--- src/rtl/alu_pkg.sv ---
// rtl/alu_pkg.sv - opcodes, FSM states and helpers for alu_seq (ALU_SEQ_MUL_EN adds multiply)
package alu_pkg;

    localparam logic [3:0] OP_ADD = 4'b0000;
    localparam logic [3:0] OP_SUB = 4'b0001;
    localparam logic [3:0] OP_MOVB = 4'b0010;
    localparam logic [3:0] OP_MOVA = 4'b0011;
    localparam logic [3:0] OP_AND = 4'b0100;
    localparam logic [3:0] OP_OR = 4'b0101;
    localparam logic [3:0] OP_NOT = 4'b0110;
    localparam logic [3:0] OP_XOR = 4'b0111;
    localparam logic [3:0] OP_SHL = 4'b1000;
    localparam logic [3:0] OP_SHR = 4'b1001;
    localparam logic [3:0] OP_ASR = 4'b1010;
    localparam logic [3:0] OP_ROL = 4'b1011;
    localparam logic [3:0] OP_MUL = 4'b1100;

    typedef enum logic [1:0] {
        ST_IDLE = 2'b00,
        ST_EXEC = 2'b01,
        ST_HOLD = 2'b10
    } state_t;

    function automatic logic is_multicycle(input logic [3:0] op);
`ifdef ALU_SEQ_MUL_EN
        return (op == OP_SHL) || (op == OP_SHR) || (op == OP_ASR) || (op == OP_ROL) ||
               (op == OP_MUL);
`else
        return (op == OP_SHL) || (op == OP_SHR) || (op == OP_ASR) || (op == OP_ROL);
`endif
    endfunction

endpackage

--- src/rtl/alu_core.sv ---
// rtl/alu_core.sv - combinational datapath for the eight single-cycle ALU operations
module alu_core
    import alu_pkg::*;
#(
    parameter int WIDTH = 8
) (
    input  logic [WIDTH-1:0] a,
    input  logic [WIDTH-1:0] b,
    input  logic [2:0]       op,
    input  logic             cin,
    output logic [WIDTH-1:0] y,
    output logic             cout,
    output logic             v
);

    logic [WIDTH-1:0] b_eff;
    logic [WIDTH:0]   sum;

    always_comb begin
        b_eff = op[0] ? ~b : b;
        sum   = {1'b0, a} + {1'b0, b_eff} + {{WIDTH{1'b0}}, cin};
        y     = '0;
        cout  = 1'b0;
        v     = 1'b0;
        case ({1'b0, op})
            OP_ADD, OP_SUB: begin
                y    = sum[WIDTH-1:0];
                cout = sum[WIDTH];
                v    = (a[WIDTH-1] == b_eff[WIDTH-1]) && (sum[WIDTH-1] != a[WIDTH-1]);
            end
            OP_MOVB: y = b;
            OP_MOVA: y = a;
            OP_AND:  y = a & b;
            OP_OR:   y = a | b;
            OP_NOT:  y = ~a;
            OP_XOR:  y = a ^ b;
            default: y = '0;
        endcase
    end

endmodule

--- src/rtl/alu_seq.sv ---
// rtl/alu_seq.sv - handshaked ALU with registered flags and multi-cycle shifts (ALU_SEQ_MUL_EN: multiply)
module alu_seq
    import alu_pkg::*;
#(
    parameter int WIDTH = 8
) (
    input  logic             clk,
    input  logic             rst_n,
    input  logic             in_valid,
    output logic             in_ready,
    input  logic [WIDTH-1:0] a,
    input  logic [WIDTH-1:0] b,
    input  logic [3:0]       s,
    input  logic             cin,
    output logic             out_valid,
    input  logic             out_ready,
    output logic [WIDTH-1:0] y,
    output logic             cout,
    output logic             z,
    output logic             n,
    output logic             v,
    output logic             err
);

    localparam int SHAMT_W = $clog2(WIDTH);
`ifdef ALU_SEQ_MUL_EN
    localparam int CNT_W = $clog2(WIDTH + 1);
`else
    localparam int CNT_W = SHAMT_W;
`endif

    state_t             state, state_n;
    logic               accept, start_exec, load, exec_last;
    logic [SHAMT_W-1:0] shamt;
    logic [3:0]         op_r;
    logic [WIDTH-1:0]   sh_r, sh_next;
    logic               sh_out;
    logic [CNT_W-1:0]   cnt_r;
    logic [WIDTH-1:0]   core_y, res_y;
    logic               core_cout, core_v, res_cout, res_v, res_err;
`ifdef ALU_SEQ_MUL_EN
    logic [2*WIDTH-1:0] p_r, p_next;
    logic [WIDTH:0]     p_sum;
`endif

    alu_core #(.WIDTH(WIDTH)) u_core (
        .a    (a),
        .b    (b),
        .op   (s[2:0]),
        .cin  (cin),
        .y    (core_y),
        .cout (core_cout),
        .v    (core_v)
    );

    assign shamt      = b[SHAMT_W-1:0];
    assign in_ready   = rst_n && ((state == ST_IDLE) || ((state == ST_HOLD) && out_ready));
    assign accept     = in_valid && in_ready;
    // a zero-count shift finishes like a single-cycle op; multiply always iterates
    assign start_exec = is_multicycle(s) && (s[2] || (shamt != '0));
    assign exec_last  = (state == ST_EXEC) && (cnt_r == CNT_W'(1));
    assign load       = (accept && !start_exec) || exec_last;
    assign out_valid  = (state == ST_HOLD);

    always_comb begin
        state_n = state;
        unique case (state)
            ST_IDLE, ST_HOLD: begin
                if (accept) state_n = start_exec ? ST_EXEC : ST_HOLD;
                else if ((state == ST_HOLD) && out_ready) state_n = ST_IDLE;
            end
            ST_EXEC: if (cnt_r == CNT_W'(1)) state_n = ST_HOLD;
            default: state_n = ST_IDLE;
        endcase
    end

    always_comb begin
        sh_next = sh_r;
        sh_out  = 1'b0;
        case (op_r)
            OP_SHL: begin sh_next = {sh_r[WIDTH-2:0], 1'b0};         sh_out = sh_r[WIDTH-1]; end
            OP_SHR: begin sh_next = {1'b0, sh_r[WIDTH-1:1]};         sh_out = sh_r[0];       end
            OP_ASR: begin sh_next = {sh_r[WIDTH-1], sh_r[WIDTH-1:1]}; sh_out = sh_r[0];      end
            OP_ROL: begin sh_next = {sh_r[WIDTH-2:0], sh_r[WIDTH-1]}; sh_out = sh_r[WIDTH-1]; end
            default: ;
        endcase
    end

`ifdef ALU_SEQ_MUL_EN
    // shift-add: high half accumulates the multiplicand, low half drains the multiplier
    always_comb begin
        p_sum  = {1'b0, p_r[2*WIDTH-1:WIDTH]} + (p_r[0] ? {1'b0, sh_r} : '0);
        p_next = {p_sum, p_r[WIDTH-1:1]};
    end
`endif

    always_comb begin
        res_y    = '0;
        res_cout = 1'b0;
        res_v    = 1'b0;
        res_err  = 1'b0;
        if (state == ST_EXEC) begin
`ifdef ALU_SEQ_MUL_EN
            if (op_r == OP_MUL) begin
                res_y    = p_next[WIDTH-1:0];
                res_cout = |p_next[2*WIDTH-1:WIDTH];
            end else begin
                res_y    = sh_next;
                res_cout = sh_out;
            end
`else
            res_y    = sh_next;
            res_cout = sh_out;
`endif
        end else if (!s[3]) begin
            res_y    = core_y;
            res_cout = core_cout;
            res_v    = core_v;
        end else if (s[3:2] == 2'b10) begin
            res_y = a;
        end else begin
            res_err = 1'b1;
        end
    end

    always_ff @(posedge clk) begin
        if (!rst_n) begin
            state <= ST_IDLE;
            op_r  <= OP_ADD;
            sh_r  <= '0;
            cnt_r <= '0;
            y     <= '0;
            cout  <= 1'b0;
            z     <= 1'b0;
            n     <= 1'b0;
            v     <= 1'b0;
            err   <= 1'b0;
`ifdef ALU_SEQ_MUL_EN
            p_r   <= '0;
`endif
        end else begin
            state <= state_n;
            if (accept && start_exec) begin
                op_r <= s;
                sh_r <= a;
`ifdef ALU_SEQ_MUL_EN
                cnt_r <= s[2] ? CNT_W'(WIDTH) : CNT_W'(shamt);
                p_r   <= {{WIDTH{1'b0}}, b};
`else
                cnt_r <= shamt;
`endif
            end else if (state == ST_EXEC) begin
                sh_r  <= sh_next;
                cnt_r <= cnt_r - CNT_W'(1);
`ifdef ALU_SEQ_MUL_EN
                p_r   <= p_next;
`endif
            end
            if (load) begin
                y    <= res_y;
                cout <= res_cout;
                v    <= res_v;
                err  <= res_err;
                z    <= !res_err && (res_y == '0);
                n    <= res_y[WIDTH-1];
            end
        end
    end

endmodule

--- config.mk ---
export PLATFORM = sky130hd
export DESIGN_NAME = alu_seq
export DESIGN_NICKNAME = d
export VERILOG_FILES = /design/src/rtl/alu_pkg.sv /design/src/rtl/alu_core.sv /design/src/rtl/alu_seq.sv
export SDC_FILE = /design/constraint.sdc
export NUM_CORES = 1
export LEC_CHECK = 0
export BUFFER_PORTS_ARGS = -buffer_cell sky130_fd_sc_hd__buf_2
export CELL_PAD_IN_SITES_DETAIL_PLACEMENT = 0
export CELL_PAD_IN_SITES_GLOBAL_PLACEMENT = 1
export CORE_MARGIN = 2
export CORE_UTILIZATION = 40
export DETAILED_ROUTE_END_ITERATION = 16
export PLACE_DENSITY = 0.82
export SLEW_MARGIN = 20
export SYNTH_ARGS = -nofsm -noshare
export SYNTH_HDL_FRONTEND = slang
export SYNTH_SLANG_ARGS = --single-unit
--- constraint.sdc ---
create_clock -name clk -period 6.3 [get_ports clk]
set_input_delay 0.63 -clock clk [delete_from_list [all_inputs] [get_ports clk]]
set_output_delay 0.63 -clock clk [all_outputs]
set_load 0.02 [all_outputs]
# ---- Word-level counts from Yosys, hierarchy flattened
# Cells that the tools add are included.
dict set report totals {
  inputBits 25
  elab_cells 93
  register_bits 30
  output_inout_bits 15
}
dict set report op_classes {
  mux 25
  addsub 3
  n_eq_ne 23
  n_reduce_logical 27
  bitwise_logic 5
}
# op count
set op_table {}
lappend op_table {{$pmux W8 S7} 1}
lappend op_table {{$mux W8} 6}
lappend op_table {{$eq A4 B4 Y1 const B} 8}
lappend op_table {{$pmux W8 S4} 1}
lappend op_table {{$not A8 Y8} 2}
lappend op_table {{$eq A3 B3 Y1 const B} 4}
lappend op_table {{$add A8 B8 Y9} 1}
lappend op_table {{$add A9 B1 Y9} 1}
lappend op_table {{$logic_and A1 B1 Y1} 9}
lappend op_table {{$mux W1} 9}
lappend op_table {{$and A8 B8 Y8} 1}
lappend op_table {{$logic_not A8 Y1} 1}
lappend op_table {{$mux W2} 4}
lappend op_table {{$or A8 B8 Y8} 1}
lappend op_table {{$reduce_or A2 Y1} 4}
lappend op_table {{$xor A8 B8 Y8} 1}
lappend op_table {{$eq A3 B1 Y1 const B} 2}
lappend op_table {{$eq A3 B2 Y1 const B} 2}
lappend op_table {{$logic_or A1 B1 Y1} 6}
lappend op_table {{$mux W3} 2}
lappend op_table {{$eq A2 B2 Y1 const B} 2}
lappend op_table {{$pmux W2 S2} 1}
lappend op_table {{$logic_not A3 Y1} 1}
lappend op_table {{$ne A3 B3 Y1 const B} 1}
lappend op_table {{11 further kinds} 12}

# ---- Logic depth before layout (Yosys ltp)
# Gate-level depths: netlist of the first run.
dict set report depth {
  word_depth 9
  mapped_depth 14
}

# ---- Cells and area by module
# Synthesis of the first run repeated with hierarchy kept, for this count alone.
dict set report unflattened {
  cells_unflattened 362
  area_unflattened_um2 2775.2
}
# mod seq_area_each_um2 n_inst area_per_inst_um2 cells_each
set by_module_without_submodules {}
lappend by_module_without_submodules {alu_seq 580.6 1 1644.1 202}
lappend by_module_without_submodules {alu_core 0.0 1 1131.1 160}

# ---- Worst setup path before layout of the first run
# No wires, ideal clock.
dict set report synth_path {
  path_kind {input to register}
  from {in s[0]}
  to {reg z}
  path_slack_ps 2953
  n_path_buf 3
  stages 14
  t_arrival_ps 3288
  cell_sequence {buf_2 clkbuf_4 buf_2 xnor2_1 fa_1 inv_1 fa_1 a211oi_1 o21ba_1 o21ai_0 a311oi_1 and2_0 and4_1 a41o_1}
}
dict set report synth_via {
  elab_chain_len 8
}
# item line
set synth_lines {}
lappend synth_lines {{start: declaration} alu_seq.sv:13} ;# input logic [3:0] s,
lappend synth_lines {{$mux W8 / $eq A4 B4 Y1 (equally long branches)} {alu_core.sv:20, alu_pkg.sv:29}}
lappend synth_lines {{$add A8 B8 Y9 / $logic_or A1 B1 Y1 (equally long branches)} {alu_core.sv:21, alu_pkg.sv:29}}
lappend synth_lines {{$add A9 B1 Y9 / $logic_or A1 B1 Y1 (equally long branches)} {alu_core.sv:21, alu_pkg.sv:29}}
lappend synth_lines {{$pmux W8 S7 / $logic_or A1 B1 Y1 (equally long branches)} {alu_core.sv:25, alu_pkg.sv:29}}
lappend synth_lines {{$mux W8 / $logic_and A1 B1 Y1 (equally long branches)} {alu_seq.sv:115, alu_seq.sv:60}}
lappend synth_lines {{$mux W8 / $logic_not A1 Y1 (equally long branches)} {alu_seq.sv:102, alu_seq.sv:62}}
lappend synth_lines {{$logic_not A8 Y1 / $logic_and A1 B1 Y1 (equally long branches)} {alu_seq.sv:164, alu_seq.sv:62}}
lappend synth_lines {{$logic_and A1 B1 Y1 / $logic_or A1 B1 Y1 (equally long branches)} {alu_seq.sv:164, alu_seq.sv:62}}
lappend synth_lines {{end signal: assignment} alu_seq.sv:164} ;# z <= !res_err && (res_y == '0);
lappend synth_lines {{end: declaration} alu_seq.sv:19} ;# output logic z,
# Several ways; a longest one is shown, not always the timed one.
# A chain may end at the register's enable or synchronous reset.

# ---- Worst setup path in the final report of the first run
# Ends and elaborated chain as after synthesis.

==> impl_metrics.json, run 1 <==
{
  "clock_latency_ns": 0.29,
  "fillers": 726,
  "overflow": 0,
  "ctsResizeCount": 0,
  "grt_antenna_before_repair": 0,
  "synth_area_sq_um": 2730,
  "use_met3_pct": 3.24,
  "fmax_ghz": 0.307,
  "post_drt_wl_per_cell_um": 15.6,
  "cp_slowest_cell": "buf_2",
  "synth_top_family_by_area": "compound AO/OA/AOI/OAI gates",
  "ys.warnings.count": 0,
  "synth-edff-count": 0,
  "final_cell_mix": "39 x buf_2, 30 x nand2_1, 29 x dfxtp_1",
  "max-cap-violations": 0,
  "hold_violations": 0,
  "drt_wl_total_um": 7140,
  "drtIter0Drc": 148,
  "yosysTopAreaCell": "dfxtp_1",
  "vias_per_cell": 5.73,
  "design_area_sq_um": 3000,
  "grt_use_total_pct": 19.5,
  "holdWs_ns": 0.473,
  "nets": 430,
  "cts-hold-fix-buffers": 0,
  "pre_cts_ws_ns": 2.80,
  "start_util_pct": 40.9,
  "grt-busiest-layer": "met2",
  "placed_cell_area_sq_um": 2910,
  "utilization_pct": 44.9,
  "synthFlopType": "dfxtp_1",
  "diodes": 0,
  "synth.distinct_cells": 65,
  "gr-usage-met1_pct": 26.1,
  "fp-row-count": 30,
  "grt_pass1_wl_um": 11600,
  "r2r_end": "z",
  "ys_async_sr_fraction_pct": 0,
  "cp_common_cell": "fa_1",
  "ys_ff_latch": 29,
  "hp-class": "register to register",
  "layout-area-overhead-vs-synth_pct": 9.95,
  "grt_pass1_vias": 2371,
  "hp-start": "op_r[3]",
  "power.density_nw_per_um2": 175,
  "syn_nets": 404,
  "timing.final.crit_share_pct": 51.7,
  "finalSetupTns_ns": 0,
  "dp_hpwl_um": 5240,
  "yosysTopAreaCellShare_pct": 21.3,
  "dr.pass1.iters": 4,
  "startpoint_type": "input pin",
  "ant_nets": 0,
  "finalSetupViolCount": 0,
  "ir_drop_mv": 0.0952,
  "synth_compound_area_share_pct": 27.2,
  "io_buffers": 39,
  "core_area_sq_um": 6680,
  "yosys.area_share.simple_pct": 17.3,
  "maxSlewViolCount": 0,
  "cts_tree": "yes",
  "die_w_um": 86.6,
  "clkSlewWorstSetupHoldPaths_ns": 0.07,
  "critPathMaxFanout": 26,
  "synth_xor_area_share_pct": 5.82,
  "outcome": "complete, no violations",
  "grt_max_degree": 35,
  "cts_setup_buffers": 0,
  "clock-sinks": 29,
  "grt_setup_unrepaired": "false",
  "path_cells": "buf_2 -> xnor2_1 -> fa_1 -> inv_1 -> fa_1 -> a211oi_1 -> o21ba_1 -> o21ai_0 -> a311oi_1 -> and2_0 -> and4_1 -> a41o_1",
  "final_common_cell": "buf_2",
  "p_leak_nw": 1.28,
  "fin_cells": 458,
  "htreeDepth": 2,
  "period_needed_ns": 3.26,
  "fin_ws_ns": 3.04,
  "relSlewSlack_pct": 55.9,
  "drcViolationCount": 0,
  "crit_type": "input pin to register",
  "rr_worst_depth": 6,
  "ys_top_cells_by_area": "dfxtp_1 21%, ha_1 12%, mux2i_1 5.1%",
  "reg2reg_slack_ns": 3.79,
  "postSynthCellCount": 351,
  "cts_buffers": 5,
  "synth_seq_area_share_pct": 21.3,
  "die_area_sq_um": 7500,
  "critPathRequiredTime_ns": 6.54,
  "holdPathEnd": "op_r[3]",
  "fin_worst_skew_ns": 0.00696,
  "clk_path_buf_depth": 2,
  "die_h_um": 86.6,
  "cpPeakStageDelay_ns": 0.43,
  "worst_slew_pin_slew_ns": 0.659,
  "arrival_ns": 3.50,
  "synthMuxAreaShare_pct": 5.96,
  "synth_adder_area_share_pct": 13.4,
  "ios": 40,
  "clockRootBuffer": "clkbuf_8",
  "vias": 2624,
  "grt.met2_usage_pct": 32.7,
  "worstHoldPathCells": 2,
  "syn_avg_cell_area_sq_um": 7.78,
  "drive_above_1_share_pct": 16.9,
  "crit_path_end_kind": "register",
  "place_inst": 450,
  "routabilityCongestion": 0.854,
  "worstReg2RegStart": "state[1]",
  "power.total_uw": 526
}
critical path: cells and delay by family:
kind	cells	cell delay, ns
AOI/OAI and AO/OA	5	1.16
xor gates and xnor gates	1	0.20
adders and majority gates	2	0.64
buffers and inverters	2	0.49
and+or+nand+nor	2	0.35
synthesized netlist by cell type, drive strengths merged (9+ instances only):
cell / number
nor2: 29
buf: 15
nand2: 30
ha: 26
inv: 30
a31oi: 10
o21ai: 24
a21oi: 28
nand3: 9
a211oi: 17
dfxtp: 29
xor2: 9
mux2i: 14
worst max-delay path by stage:
| stage | from | end | slack [ns] | cells after the start |
|---|---|---|---|---|
| global route | s[0] | z | 2.80 | 12 |
| floorplan | s[0] | z | 2.95 | 14 |
| finish | s[0] | z | 3.04 | 12 |
| CTS | s[0] | z | 3.09 | 12 |
| global placement | s[0] | z | 2.86 | 12 |
| detailed placement | s[0] | z | 2.80 | 12 |
power breakdown:
| group | internal, mW | switching, mW |
|---|---|---|
| logic | 0.0676 | 0.103 |
| registers | 0.192 | 0.00585 |
| clock network | 0.0773 | 0.0802 |
registers in the layout (all words and copies together), names as in the netlist:
| signal | count |
|---|---|
| op_r | 4 |
| z | 1 |
| v | 1 |
| cnt_r | 3 |
| state | 2 |
| cout | 1 |
| y | 8 |
| err | 1 |
| sh_r | 8 |
cells by family after synthesis:
group,count (synthesis)
xor gates and xnor gates,16
adders and majority gates,28
DFF,29
and+or+nand+nor,99
muxes,16
AOI/OAI and AO/OA,110
buffers and inverters,53
final cells by class:
cell class | count | area, sq um | share of cell area [%]
Clock inverter | 3 | 22.5 | 0.750
Multi-Input combinational cell | 269 | 1900 | 63.4
Sequential cell | 29 | 581 | 19.3
Timing Repair Buffer | 41 | 210 | 7.00
Clock buffer | 5 | 68.8 | 2.29
Inverter | 31 | 116 | 3.88
Tap cell | 80 | 100 | 3.33
metal layers:
layer  vias to the layer above  routed length (um)
li1                       1305                   -
met1                      1233                3270
met2                        73                3400
met3                        13                 379
met4                         0                  93
met5                         -                   0
Power figures use the tool's default switching activity.
==> run 2: changes to the inputs <==
==> constraint.sdc (replaced) <==
create_clock -name clk -period 3.05 [get_ports clk]
set_input_delay 0.305 -clock clk [delete_from_list [all_inputs] [get_ports clk]]
set_output_delay 0.305 -clock clk [all_outputs]
set_load 0.02 [all_outputs]
==> impl_metrics.json, run 2 (synthesized netlist as in run 1, its figures left out) <==
{
  "place_inst": 452,
  "cp_common_cell": "fa_1",
  "internal_power_uw": 695,
  "largestRegisters": "sh_r: 8 flops, y: 8 flops, op_r: 4 flops",
  "drtIter0Drc": 82,
  "max-cap-violations": 0,
  "grt_antenna_before_repair": 0,
  "clkSlewWorstSetupHoldPaths_ns": 0.07,
  "grt_max_degree": 35,
  "crit_type": "input pin to register",
  "p_leak_nw": 1.30,
  "post_drt_wl_per_cell_um": 15.5,
  "clock-sinks": 29,
  "finalSetupTns_ns": 0,
  "outcome": "complete, no violations",
  "cpPeakStageDelay_ns": 0.41,
  "vias": 2579,
  "die_w_um": 86.6,
  "cts_setup_buffers": 0,
  "drt_wl_total_um": 7120,
  "highest_layer": "met4",
  "fillers": 715,
  "nets": 432,
  "path_buf_inv": 2,
  "fin_worst_skew_ns": 0.00980,
  "critPathMaxFanout": 6,
  "pwr-share-seq_pct": 38.2,
  "grt_use_total_pct": 19.9,
  "cp_slowest_cell": "fa_1",
  "ios": 40,
  "die_h_um": 86.6,
  "grt_pass1_wl_um": 12000,
  "path_cells": "buf_2 -> xnor2_1 -> fa_1 -> inv_1 -> fa_1 -> a211oi_1 -> o21ba_1 -> o21ai_0 -> a311oi_1 -> and2_0 -> and4_1 -> a41o_1",
  "drive_above_1_share_pct": 17.1,
  "routabilityCongestion": 0.861,
  "start_util_pct": 40.9,
  "p_sw_share_pct": 35.1,
  "met2_length_um": 3280,
  "hold_violations": 0,
  "final_cell_mix": "39 x buf_2, 30 x nand2_1, 29 x dfxtp_1",
  "grt_setup_unrepaired": "false",
  "met3_length_um": 235,
  "startpoint_type": "input pin",
  "layout-area-overhead-vs-synth_pct": 10.2,
  "core_area_sq_um": 6680,
  "ctsResizeCount": 0,
  "cts_buffers": 5,
  "timing.final.crit_share_pct": 87.6,
  "grt_pass1_vias": 2478,
  "fp-row-count": 30,
  "power.density_nw_per_um2": 356,
  "worst_slew_pin_slew_ns": 0.636,
  "overflow": 0,
  "cts-hold-fix-buffers": 0,
  "clockRootBuffer": "clkbuf_8",
  "drcViolationCount": 0,
  "vias_per_cell": 5.61,
  "ir_drop_mv": 0.225,
  "diodes": 0,
  "hp-class": "input pin to register",
  "finalSetupViolCount": 0,
  "path_delay_family": "compound AO/OA/AOI/OAI gates",
  "wl_met1_um": 3490,
  "fmax_ghz": 0.374,
  "ant_nets": 0,
  "clk_path_buf_depth": 2,
  "dp_hpwl_um": 5400,
  "htreeDepth": 2,
  "dr.pass1.iters": 4,
  "clock_latency_ns": 0.28,
  "combPwrFrac_pct": 33.1,
  "critPathRequiredTime_ns": 3.28,
  "maxSlewViolCount": 0,
  "relSlewSlack_pct": 57.5,
  "fin_cells": 460,
  "die_area_sq_um": 7500,
  "switching_power_uw": 375,
  "cts_tree": "yes",
  "arrival_ns": 2.90,
  "io_buffers": 39,
  "final_common_cell": "buf_2",
  "pwr-share-clk_pct": 28.7,
  "crit_path_end_kind": "register",
  "period_needed_ns": 2.67
}
## run 2: cell count changes in the layout (fill, tap and decap cells not counted)
cell / change
clkinvlp_4: -3
clkbuf_1: +1
buf_4: +2
clkinv_2: +2
## run 2: layer usage
layer / up-vias / global-route usage (%)
met2: 54 / 32.9
met3: 10 / 3.43
met1: 1206 / 27.0
met5: - / 0
met4: 0 / 5.11
li1: 1309 / -
## run 2: path summary, 6_finish.rpt
| path | startpoint | end | slack [ns] | cells past startpoint |
|---|---|---|---|---|
| worst min register to register | op_r[3] | op_r[3] | 0.47 | 2 |
| worst max register to register | state[0] | z | 0.91 | 7 |
| worst min-delay path | a[0] | sh_r[0] | 0.31 | 3 |
| worst max-delay path | s[0] | z | 0.38 | 12 |
## run 2: worst register-to-register path: cells and delay by family (launching register included)
kind,cells,cell delay (ns)
and+or+nand+nor,4,1.01
DFF,1,0.39
AOI/OAI and AO/OA,3,0.70
## run 2: power groups by stage
stage,Sequential (mW),Combinational (mW),Clock [mW]
after CTS,0.409,0.353,0.308
after detailed placement,0.417,0.352,0
after global placement,0.417,0.347,0
after global routing,0.411,0.397,0.328
after floorplan,0.428,0.246,0
final,0.409,0.354,0.308
## run 2: per-stage QoR
step | hold WS [ns] | setup slack (ns) | utilization [%] | power (mW) | area [sq um]
2_1_floorplan | 0.421 | 0.0279 | - | 0.674 | 2730
3_3_place_gp | 0.446 | 0.215 | 43.8 | 0.764 | 2930
3_5_place_dp | 0.459 | 0.0874 | 43.8 | 0.769 | 2930
4_1_cts | 0.310 | 0.368 | 45.0 | 1.07 | 3010
5_1_grt | 0.366 | 0.166 | 45.0 | 1.14 | 3010
6_report | 0.311 | 0.378 | 45.0 | 1.07 | 3010
## run 2: layout make-up
type                            count  area, sq um  area share (%)
Timing Repair Buffer               43          225            7.49
Clock inverter                      2         10.0           0.333
Clock buffer                        6         72.6            2.41
Inverter                           31          116            3.87
Sequential cell                    29          581            19.3
Multi-Input combinational cell    269         1900            63.3
Tap cell                           80          100            3.33
